<file path="src/rtl/fib_gen.sv">
// Fibonacci term generator: seeds loaded on start, one term per enabled step, wrap or stop on overflow.
// Latency: one cycle from start to the first term. en=0 holds all state; there is no other backpressure.
module fib_gen #(
    parameter int WIDTH     = 4,
    parameter int IDX_W     = 8,
    parameter int MAX_TERMS = 0,
    parameter int WRAP_MODE = 1
) (
    input  logic             clk,
    input  logic             rst,
    input  logic             start,
    input  logic             en,
    input  logic [WIDTH-1:0] seed_a,
    input  logic [WIDTH-1:0] seed_b,
    output logic [WIDTH-1:0] out,
    output logic [IDX_W-1:0] index,
    output logic             valid,
    output logic             done,
    output logic             wrapped,
    output logic             overflow
);

    localparam logic [1:0] S_IDLE = 2'd0;
    localparam logic [1:0] S_RUN  = 2'd1;
    localparam logic [1:0] S_DONE = 2'd2;

    localparam int               LAST_I = (MAX_TERMS == 0) ? 0 : MAX_TERMS - 1;
    localparam logic [IDX_W-1:0] LAST   = LAST_I[IDX_W-1:0];

    logic [1:0]       r_state;
    logic [WIDTH-1:0] r_a;
    logic [WIDTH-1:0] r_b;
    logic [IDX_W-1:0] r_idx;
    logic             r_ovf_p;
    logic             r_ovf;
    logic             r_wrapped;

    logic [WIDTH:0]   w_sum;
    logic             w_last;

    // One extra bit so the carry out of the term width is visible as overflow.
    assign w_sum  = {1'b0, r_a} + {1'b0, r_b};
    assign w_last = (MAX_TERMS != 0) && (r_idx == LAST);

    always_ff @(posedge clk or negedge rst) begin
        if (!rst) begin
            r_state   <= S_IDLE;
            r_a       <= '0;
            r_b       <= '0;
            r_idx     <= '0;
            r_ovf_p   <= 1'b0;
            r_ovf     <= 1'b0;
            r_wrapped <= 1'b0;
        end else begin
            r_wrapped <= 1'b0;
            if (start) begin
                r_state <= S_RUN;
                r_a     <= seed_a;
                r_b     <= seed_b;
                r_idx   <= '0;
                r_ovf_p <= 1'b0;
                r_ovf   <= 1'b0;
            end else if (r_state == S_RUN && en) begin
                // Term-count limit wins over overflow handling.
                if (w_last) begin
                    r_state <= S_DONE;
                end else if (r_ovf_p) begin
                    if (WRAP_MODE != 0) begin
                        r_a       <= seed_a;
                        r_b       <= seed_b;
                        r_idx     <= '0;
                        r_ovf_p   <= 1'b0;
                        r_wrapped <= 1'b1;
                    end else begin
                        r_state <= S_DONE;
                    end
                end else begin
                    r_a   <= r_b;
                    r_b   <= w_sum[WIDTH-1:0];
                    r_idx <= r_idx + 1'b1;
                    if (w_sum[WIDTH]) begin
                        r_ovf_p <= 1'b1;
                        r_ovf   <= 1'b1;
                    end
                end
            end
        end
    end

    assign valid    = (r_state != S_IDLE);
    assign done     = (r_state == S_DONE);
    assign out      = valid ? r_a : '0;
    assign index    = r_idx;
    assign wrapped  = r_wrapped;
    assign overflow = r_ovf;

endmodule

</file>
<file path="config.mk">
export PLATFORM = sky130hd
export DESIGN_NAME = fib_gen
export DESIGN_NICKNAME = d
export VERILOG_FILES = /design/src/rtl/fib_gen.sv
export SDC_FILE = /design/constraint.sdc
export NUM_CORES = 1
export LEC_CHECK = 0
export CORE_ASPECT_RATIO = 0.9
export CORE_UTILIZATION = 60
export DETAILED_ROUTE_END_ITERATION = 7
export DONT_BUFFER_PORTS = 1
export PLACE_DENSITY = 0.76
export RECOVER_POWER = 50
export SETUP_SLACK_MARGIN = 0.4
export SLEW_MARGIN = 20
export SYNTH_ARGS = -nofsm -noshare
export SYNTH_HDL_FRONTEND = slang
export SYNTH_SLANG_ARGS = --single-unit
</file>
<file path="constraint.sdc">
create_clock -name clk -period 1.6 [get_ports clk]
set_input_delay 0.32 -clock clk [delete_from_list [all_inputs] [get_ports clk]]
set_output_delay 0.32 -clock clk [all_outputs]
set_load 0.02 [all_outputs]
</file>
==> summary.txt, run 1 <==
Top sig layer = met4
CTS Root Buffer Type = clkbuf_4
Gpl congestion = 0.762
Post-DP Area = 1120 sq um
Core area = 1680 sq um
TritonCTS buffer count = 3
Yosys reg bits = 20
Main synth FF type = dfrtp_1
Worst path max stage delay = 420 ps
First-pass GRT wire length = 4.17 mm
WL met1 = 1.12 mm
First DRT Iteration DRCs = 44
Final setup TNS = -52.4 ps
Synth top area share = 0.463
Wire per inst = 21.7 um
Clock skew = 8.65 ps
Maximum capacitance violations = 0
Gr ovfl total = 0
Remaining antenna violation count = 0
Worst Path Buf+Inv = 0
Dpl hpwl = 1.51 mm
Initial Util = 0.642
CTS tree = done
Wirelength, routed = 3.09 mm
Pwr per Cell Area = 1220 nW/um^2
Largest net degree at the start of global routing = 21
Critical path class = reg -> reg
Die Span Y = 42.2 um
CP endpoint kind = flip-flop
Worst slew pin tran = 1110 ps
Ratio of final minimum period to clock period = 1.02
DIE WIDTH = 46.7 um
Final net count = 137
Critical Path Stages = 6
First-pass iteration count of the detailed router = 5
Clock Sink Count = 20
Fraction of layout cells with a size suffix above 1 = 0.432
Hold path depth = 1
I/O pin total = 28
Fmax = 0.611 GHz
Port Buffers = 0
Fin. max-slew vios = 0
Final instance area = 1390 sq um
RSZ-0062 raised after global routing = true
Slew HR = 0.258
EDFF count, synth = 0
Vias in the first global route = 837
Cell taking the most area after synthesis = dfrtp_1
H-Tree Depth = 1
Worst EP arrival = 1840 ps
Die area = 1970 sq um
Clock Latency Late Sink = 320 ps
Worst path slowest cell = dfrtp_1
Setup slack at placement = 60.9 ps
Synth top area cells = dfrtp_1 46%, ha_1 5.8%, o21ai_0 5.1%, mux2i_1 4.6%, nand2_1 4.5%
DRC viols = 0
Maximum fanout along the worst path = 3
Min Tclk post-route = 1640 ps
Violated checks = setup timing
Most frequent cells after synthesis = 20 x dfrtp_1, 13 x nand2_1, 11 x o21ai_0, 7 x a21oi_1
Synth Instances = 107
P&R area growth vs syn = 28.7%
Outcome = finished with violations
FILL cells = 96
Initial antenna violation count = 0
Syn Nets = 125
Most frequent cell after synthesis = dfrtp_1
Worst Path Required = 1810 ps
Clock slew at reported path FFs = 120 ps
Top Family by Delay on Critical Path = adder cells
DR WL met3 = 297 um
Crit path cell chain = ha_2 > fa_2 > a21oi_2 > nor2b_1 > o21ai_1 > a21oi_1
Ys async rst share = 1.00
Startpoint Class = flip-flop
Mapped Area = 1080 sq um
Final setup fails = 2
Hold Violations, Final = 0
Row count = 14
Routed vias = 948
Worst vdd ir = 0.882 mV
Syn Area/Cell = 10.1 sq um
Vias per cell = 6.68
Final WS setup = -37.4 ps
ANT cells = 0
Leak Pwr = 0.568 nW
CTS max path bufs = 2
Sequential area share after synthesis = 0.463
Met2 WL = 1.49 mm
Distinct cell type count after synthesis = 33
Reg2reg path depth = 6
GR Util All Layers = 0.312
Ys Warns = 0
Worst min path class = in -> reg
-- final cells by class --
type	instances	area, sq um	share of cell area
Multi-Input combinational cell	81	697	0.501
Sequential cell	20	509	0.366
Timing Repair Buffer	12	114	0.0819
Clock buffer	4	36.3	0.0261
Tap cell	24	30.0	0.0216
Inverter	1	3.75	0.00270
-- through the flow --
stage          power [W]  instances  hold slack (ps)   util
2_1_floorplan    0.00108        107             24.4      -
3_3_place_gp     0.00113        127             24.8  0.667
3_5_place_dp     0.00117        127             24.8  0.667
4_1_cts          0.00157        141             45.8  0.789
5_1_grt          0.00176        142             26.5  0.827
6_report         0.00169        142             37.3  0.827
-- timing repair --
| item | in CTS | in global routing |
|---|---|---|
| hold endpoints to repair | 20 | 0 |
| setup endpoints to repair | 21 | 43 |
| gates cloned | 0 | 0 |
| buffers inserted | 9 | 1 |
| resized for setup | 22 | 18 |
| pin swaps | 15 | 12 |
| hold buffers | 1 | 0 |
-- sequential cells by signal, summed over array words and instances, names as in the netlist --
signal and flops:
index 8, overflow 1, r_a 4, r_b 4, r_ovf_p 1, r_state 1, wrapped 1
-- cells in the final DEF, fill, tap and decap left out, types with 2 or more instances in the layout --
| master | netlist | layout |
|---|---|---|
| dfrtp_2 | 0 | 7 |
| buf_4 | 1 | 6 |
| ha_1 | 5 | 3 |
| o21ai_1 | 2 | 4 |
| nor3_4 | 0 | 2 |
| and2_4 | 0 | 4 |
| or3_1 | 2 | 2 |
| nor2_1 | 5 | 4 |
| a21oi_1 | 7 | 3 |
| xnor2_1 | 4 | 4 |
| buf_6 | 1 | 4 |
| clkbuf_4 | 0 | 3 |
| mux2i_1 | 5 | 5 |
| dfrtp_1 | 20 | 13 |
| a21o_1 | 2 | 2 |
| nand2_1 | 13 | 11 |
| a21oi_2 | 1 | 4 |
| o21ai_0 | 11 | 7 |
| o21ai_2 | 0 | 2 |
-- path summary, 6_finish.rpt --
path | slack, ps | startpoint | endpoint
max in group asynchronous | 680 | rst | index[3]
max | -40 | r_a[0] | r_ovf_p
max reg2reg | -40 | r_a[0] | r_ovf_p
min in group asynchronous | 170 | rst | r_b[3]
min | 40 | start | index[1]
min reg2reg | 540 | r_b[2] | r_b[2]
-- where the power goes --
group          switching, W  internal [W]  leakage (nW)  total (W)
clock              0.000170      0.000140        0.0210   0.000309
combinational      0.000361      0.000317         0.300   0.000678
sequential         0.000117      0.000588         0.246   0.000705
-- layer usage --
| layer | vias up | track usage |
|---|---|---|
| met5 | - | 0 |
| met3 | 24 | 0.116 |
| met2 | 75 | 0.444 |
| met4 | 0 | 0.131 |
| li1 | 393 | - |
| met1 | 456 | 0.423 |
-- logic make-up (layout without fill, tap and decap cells) --
| logic type | count (synthesis) | after routing | synth area share |
|---|---|---|---|
| AO/OA/AOI/OAI | 27 | 27 | 0.145 |
| XOR/XNOR | 5 | 5 | 0.0406 |
| adder cells (fa/ha/maj) | 6 | 6 | 0.0765 |
| buffers and inverters | 6 | 17 | 0.0348 |
| flip-flops | 20 | 20 | 0.463 |
| multiplexers | 5 | 5 | 0.0464 |
| other | 1 | 1 | 0.00347 |
| AND/OR/NAND/NOR | 37 | 37 | 0.190 |
Power figures use the tool's default switching activity.
==> run 2: changes to the inputs <==
--- a/config.mk
+++ b/config.mk
@@ -6,6 +6,7 @@
 export NUM_CORES = 1
 export LEC_CHECK = 0
 export CORE_ASPECT_RATIO = 0.9
+export CORE_MARGIN = 5
 export CORE_UTILIZATION = 60
 export DETAILED_ROUTE_END_ITERATION = 7
 export DONT_BUFFER_PORTS = 1
==> constraint.sdc (replaced) <==
create_clock -name clk -period 1.6 [get_ports clk]
set_input_delay 0.16 -clock clk [delete_from_list [all_inputs] [get_ports clk]]
set_output_delay 0.16 -clock clk [all_outputs]
set_load 0.02 [all_outputs]
==> summary.txt, run 2 (synthesized netlist as in run 1, its figures left out) <==
Die Span Y = 50.2 um (was 42.2 um)
Fmax = 0.634 GHz (was 0.611 GHz)
RSZ-0062 raised after global routing = true (unchanged)
Commonest non-fill, non-tap cells in the layout = 17 x dfrtp_1, 11 x nand2_1, 9 x o21ai_1, 9 x buf_4, 6 x buf_6 (was 13 x dfrtp_1, 11 x nand2_1, 7 x o21ai_0, 7 x dfrtp_2, 6 x buf_4)
First-pass iteration count of the detailed router = 4 (was 5)
H-Tree Depth = 1 (unchanged)
Clock slew at reported path FFs = 120 ps (about the same)
Final setup TNS = 0 ps (was -52.4 ps)
M2 GR Usage = 0.301 (was 0.444)
Worst vdd ir = 1.13 mV (was 0.882 mV)
Final WS setup = 21.9 ps (was -37.4 ps)
Vias in the first global route = 877 (was 837)
Wirelength, routed = 3.47 mm (was 3.09 mm)
GRT Max-Usage Layer = met2 (unchanged)
Die area = 2750 sq um (was 1970 sq um)
Wire per inst = 22.8 um (was 21.7 um)
Worst slew pin tran = 927 ps (was 1110 ps)
Remaining antenna violation count = 0 (unchanged)
Met1 Usage GRT = 0.292 (was 0.423)
CP startpoint = r_a[0] (unchanged)
Pwr per Cell Area = 1190 nW/um^2 (was 1220 nW/um^2)
Dpl hpwl = 1.58 mm (was 1.51 mm)
Startpoint Class = flip-flop (unchanged)
Worst Path Required = 1800 ps (was 1810 ps)
ANT cells = 0 (unchanged)
Worst path max stage delay = 460 ps (was 420 ps)
Min Tclk post-route = 1580 ps (was 1640 ps)
Worst Hold Slack = 19.0 ps (was 37.3 ps)
Worst EP arrival = 1780 ps (was 1840 ps)
Final net count = 147 (was 137)
DIE WIDTH = 54.7 um (was 46.7 um)
Sw Share = 0.380 (was 0.382)
Gr ovfl total = 0 (unchanged)
GR Util All Layers = 0.214 (was 0.312)
Setup slack at placement = 56.5 ps (was 60.9 ps)
Core area = 1700 sq um (was 1680 sq um)
Vias per cell = 6.64 (was 6.68)
FILL cells = 87 (was 96)
Gpl congestion = 0.779 (was 0.762)
Reg-to-reg startpoint = r_a[0] (unchanged)
TritonCTS buffer count = 3 (unchanged)
Clock Sink Count = 20 (unchanged)
I/O pin total = 28 (unchanged)
Row count = 14 (unchanged)
Largest net degree at the start of global routing = 21 (unchanged)
Clock power frac = 0.180 (was 0.183)
Crit path cell chain = ha_4 > fa_2 > a21oi_2 > nor2b_1 > o21ai_2 > a21oi_1 (was ha_2 > fa_2 > a21oi_2 > nor2b_1 > o21ai_1 > a21oi_1)
Final Util = 0.857 (was 0.827)
Clock skew = 5.42 ps (was 8.65 ps)
DRC viols = 0 (unchanged)
Slew HR = 0.380 (was 0.258)
Maximum fanout along the worst path = 3 (unchanged)
Maximum capacitance violations = 0 (unchanged)
Clock Latency Late Sink = 320 ps (about the same)
M3 GR Usage = 0.0947 (was 0.116)
Initial antenna violation count = 0 (unchanged)
Max reg flops = 8 (unchanged)
Worst path slowest cell = dfrtp_1 (unchanged)
CTS max path bufs = 2 (unchanged)
Ratio of final minimum period to clock period = 0.986 (was 1.02)
Worst Hold Launch = seed_b[0] (was start)
CTS Root Buffer Type = clkbuf_4 (unchanged)
Initial Util = 0.635 (was 0.642)
Fin. max-slew vios = 0 (unchanged)
Logic pwr share = 0.393 (was 0.401)
P&R area growth vs syn = 34.9% (was 28.7%)
First DRT Iteration DRCs = 42 (was 44)
Leak Pwr = 0.605 nW (was 0.568 nW)
Worst min path class = in -> reg (unchanged)
Hold Violations, Final = 0 (unchanged)
Final setup fails = 0 (was 2)
Fraction of layout cells with a size suffix above 1 = 0.406 (was 0.432)
Most common cell after layout, fill and taps aside = dfrtp_1 (unchanged)
Routed vias = 1009 (was 948)
CP endpoint kind = flip-flop (unchanged)
Port Buffers = 0 (unchanged)
P_sw = 0.000655 W (was 0.000647 W)
Sequential power share = 0.427 (was 0.417)
Internal Dissipation = 0.00107 W (was 0.00104 W)
Outcome = complete, no violations (was finished with violations)
CTS tree = done (unchanged)
First-pass GRT wire length = 4.37 mm (was 4.17 mm)
Critical path class = reg -> reg (unchanged)
-- run 2: cell count changes in the layout (fill, tap and decap cells not counted), moves of 2 or more --
cell           delta
o21ai_0           -5
nor2_2            +2
a21oi_1           +2
o21ai_1           +5
dlygate4sd3_1     +4
dfrtp_2           -4
nor2_1            -2
buf_6             +2
dfrtp_1           +4
buf_4             +3
-- run 2: timing repair --
item | CTS | global route
pin swaps | 7 | 16
cloned | 2 | 0
resized for setup | 14 | 34
setup endpoints to repair | 20 | 21
hold buffers | 3 | 1
hold endpoints to repair | 27 | 1
buffers inserted | 5 | 9
-- run 2: final timing paths --
| path | endpoint | slack, ps | cells after the start |
|---|---|---|---|
| max reg2reg | overflow | 20 | 6 |
| min | r_b[0] | 20 | 2 |
| min reg2reg | r_a[3] | 550 | 2 |
| max in group asynchronous | r_ovf_p | 570 | 1 |
| min in group asynchronous | r_a[0] | 410 | 1 |
| max | overflow | 20 | 6 |
-- run 2: layer usage --
layer	wire length, um	part of all wire	up-vias
li1	-	-	423
met1	1270	0.37	488
met2	1690	0.49	82
met3	361	0.10	16
met4	145	0.042	0
met5	0	0	-
-- run 2: power groups by stage --
stage                     Combinational [W]  Clock (W)  Sequential, W
after floorplan                    0.000394          0       0.000681
after global placement             0.000420          0       0.000711
after detailed placement           0.000432          0       0.000720
after CTS                          0.000497   0.000300       0.000707
after global routing               0.000742   0.000336       0.000746
final                              0.000678   0.000311       0.000737
-- run 2: through the flow --
| stage | power, W | instance area (sq um) | cells |
|---|---|---|---|
| floorplan | 0.00108 | 1120 | 107 |
| global placement | 0.00113 | 1130 | 128 |
| detailed placement | 0.00115 | 1130 | 128 |
| CTS | 0.00150 | 1280 | 142 |
| global route | 0.00182 | 1460 | 152 |
| finish | 0.00173 | 1460 | 152 |
-- run 2: area by class of cell --
class / count / area [sq um] / area share
inverters: 1 / 3.75 / 0.00258
well taps: 24 / 30.0 / 0.0206
flip-flops and latches: 20 / 504 / 0.346
clock buffers: 4 / 36.3 / 0.0249
multi-input cells: 82 / 699 / 0.480
repair buffers: 21 / 183 / 0.125
-- run 2: worst max-delay path: cells and delay by family (launching register included) --
| family | cells | cell delay, ps |
|---|---|---|
| fa+ha+maj | 2 | 570 |
| flops | 1 | 460 |
| compound gates | 3 | 370 |
| simple gates | 1 | 70 |
==> run 3: changes to the inputs <==
--- a/config.mk
+++ b/config.mk
@@ -10,6 +10,7 @@
 export CORE_UTILIZATION = 60
 export DETAILED_ROUTE_END_ITERATION = 7
 export DONT_BUFFER_PORTS = 1
+export MAX_ROUTING_LAYER = met4
 export PLACE_DENSITY = 0.76
 export RECOVER_POWER = 50
 export SETUP_SLACK_MARGIN = 0.4
==> summary.txt, run 3 (synthesized netlist as in run 1, its figures left out) <==
Fin. max-slew vios = 0 (unchanged)
Initial Util = 0.635 (unchanged)
Worst min path class = in -> reg (unchanged)
Gr ovfl total = 0 (unchanged)
FF-to-FF End = r_b[3] (was overflow)
CP endpoint kind = flip-flop (unchanged)
Clock skew = 4.39 ps (was 5.42 ps)
CTS tree = done (unchanged)
Fmax = 0.635 GHz (was 0.634 GHz)
Final net count = 147 (unchanged)
FILL cells = 87 (unchanged)
RSZ-0062 raised after global routing = true (unchanged)
Slew HR = 0.354 (was 0.380)
Worst Path Required = 1830 ps (was 1800 ps)
Largest net degree at the start of global routing = 21 (unchanged)
DRC viols = 0 (unchanged)
Routed vias = 1010 (was 1009)
Leak Pwr = 0.605 nW (about the same)
Top Family by Delay on Critical Path = compound AO/OA/AOI/OAI gates (was adder cells)
H-Tree Depth = 1 (unchanged)
Worst vdd ir = 1.12 mV (was 1.13 mV)
Reg-to-reg startpoint = r_a[1] (was r_a[0])
Commonest non-fill, non-tap cells in the layout = 17 x dfrtp_1, 11 x nand2_1, 9 x o21ai_1, 9 x buf_4, 6 x buf_6 (unchanged)
Clock slew at reported path FFs = 120 ps (about the same)
Cell count after placement = 128 (unchanged)
Reg2reg path depth = 5 (was 6)
Final setup fails = 0 (unchanged)
Clock Latency Late Sink = 320 ps (about the same)
Startpoint Class = flip-flop (unchanged)
Remaining antenna violation count = 0 (unchanged)
Pwr per Cell Area = 1180 nW/um^2 (was 1190 nW/um^2)
Row count = 14 (unchanged)
CTS Root Buffer Type = clkbuf_4 (unchanged)
Min Tclk post-route = 1580 ps (about the same)
First DRT Iteration DRCs = 43 (was 42)
Max reg flops = 8 (unchanged)
ANT cells = 0 (unchanged)
Outcome = complete, no violations (unchanged)
Wire per inst = 23.0 um (was 22.8 um)
Dpl hpwl = 1.58 mm (unchanged)
Maximum capacitance violations = 0 (unchanged)
Fraction of layout cells with a size suffix above 1 = 0.406 (unchanged)
DIE WIDTH = 54.7 um (unchanged)
Sw Share = 0.379 (was 0.380)
Initial antenna violation count = 0 (unchanged)
First-pass iteration count of the detailed router = 4 (unchanged)
Seq. cell area = 504 sq um (unchanged)
Wirelength, routed = 3.49 mm (was 3.47 mm)
I/O pin total = 28 (unchanged)
Die area = 2750 sq um (unchanged)
R2R setup slack = 20 ps (about the same)
Worst path slowest cell = dfrtp_1 (unchanged)
Internal Dissipation = 0.00107 W (about the same)
Layout Cells excl Fill = 152 (unchanged)
Final instance area = 1460 sq um (unchanged)
Worst Hold Launch = seed_b[0] (unchanged)
Setup slack at placement = 56.5 ps (unchanged)
Logic pwr share = 0.392 (was 0.393)
TritonCTS buffer count = 3 (unchanged)
Final WS setup = 24.4 ps (was 21.9 ps)
Crit path cell chain = ha_1 > a21o_1 > a21oi_2 > xor2_1 > o41ai_2 (was ha_4 > fa_2 > a21oi_2 > nor2b_1 > o21ai_2 > a21oi_1)
CTS max path bufs = 2 (unchanged)
Hold path depth = 2 (unchanged)
Vias per cell = 6.64 (about the same)
Core area = 1700 sq um (unchanged)
Clock power frac = 0.180 (about the same)
Sequential power share = 0.428 (was 0.427)
GR Util All Layers = 0.221 (was 0.214)
Ratio of final minimum period to clock period = 0.985 (was 0.986)
Most common cell after layout, fill and taps aside = dfrtp_1 (unchanged)
Critical path class = reg -> reg (unchanged)
P_sw = 0.000654 W (was 0.000655 W)
Worst Path Buf+Inv = 0 (unchanged)
Vias in the first global route = 868 (was 877)
First-pass GRT wire length = 4.38 mm (was 4.37 mm)
Maximum fanout along the worst path = 3 (unchanged)
Footprint of the multi-input gates = 699 sq um (unchanged)
Gpl congestion = 0.790 (was 0.779)
Hold Violations, Final = 0 (unchanged)
Clock Sink Count = 20 (unchanged)
Die Span Y = 50.2 um (unchanged)
Worst path max stage delay = 450 ps (was 460 ps)
Post-DP Area = 1130 sq um (unchanged)
P&R area growth vs syn = 34.9% (unchanged)
Worst EP arrival = 1800 ps (was 1780 ps)
WHS Endpoint = r_b[0] (unchanged)
Worst slew pin tran = 966 ps (was 927 ps)
Port Buffers = 0 (unchanged)
==> run 3: cell counts in the layout (fill, tap and decap cells not counted) <==
No cell type changed its count.
==> run 3: routing by layer <==
layer / global-route usage / routed length [um]
met5: - / 0
met4: 0.0664 / 168
met3: 0.0917 / 294
met2: 0.301 / 1700
met1: 0.297 / 1330
==> run 3: cell type report <==
| type | instances | area share |
|---|---|---|
| inverter | 1 | 0.00258 |
| tap | 24 | 0.0206 |
| multi-input combinational | 82 | 0.480 |
| sequential | 20 | 0.346 |
| clock buffer | 4 | 0.0249 |
| timing repair buffer | 21 | 0.125 |
==> run 3: stage by stage <==
| step | setup TNS (ps) | power, W | utilization | hold slack, ps |
|---|---|---|---|---|
| 2_1_floorplan | 0 | 0.00108 | - | -136 |
| 3_3_place_gp | 0 | 0.00113 | 0.665 | -135 |
| 3_5_place_dp | 0 | 0.00115 | 0.665 | -135 |
| 4_1_cts | 0 | 0.00150 | 0.752 | 9.13 |
| 5_1_grt | -181 | 0.00182 | 0.857 | 37.4 |
| 6_report | 0 | 0.00172 | 0.857 | 20.5 |
==> run 3: worst register-to-register path: stages (launching register included) <==
cell and delay (ps):
dfrtp_1 450, ha_1 310, a21o_1 200, a21oi_2 150, xor2_1 100, o41ai_2 280
==> run 3: repair_timing <==
item,CTS,global route
pin swaps,7,14
hold buffers,3,1
cloned,2,0
resized for setup,14,34
buffers inserted,5,9
endpoints found under the setup margin,20,21
endpoints found under the hold margin,27,1
==> run 3: worst max path at each step <==
stage                           to  cells past startpoint  slack [ps]    from
after global placement     r_ovf_p                      6          90  r_a[0]
after global routing        r_b[2]                      6         -80  r_a[0]
after CTS                   r_b[3]                      5          60  r_a[1]
after floorplan           overflow                      6         190  r_a[0]
final                       r_b[3]                      5          20  r_a[1]
after detailed placement    r_b[3]                      5          60  r_a[1]
==> run 3: power groups by stage <==
stage	registers [W]	logic [W]	clock network (W)
finish	0.000737	0.000675	0.000311
global route	0.000746	0.000742	0.000336
CTS	0.000707	0.000497	0.000300
detailed placement	0.000720	0.000432	0
global placement	0.000711	0.000420	0
floorplan	0.000681	0.000394	0
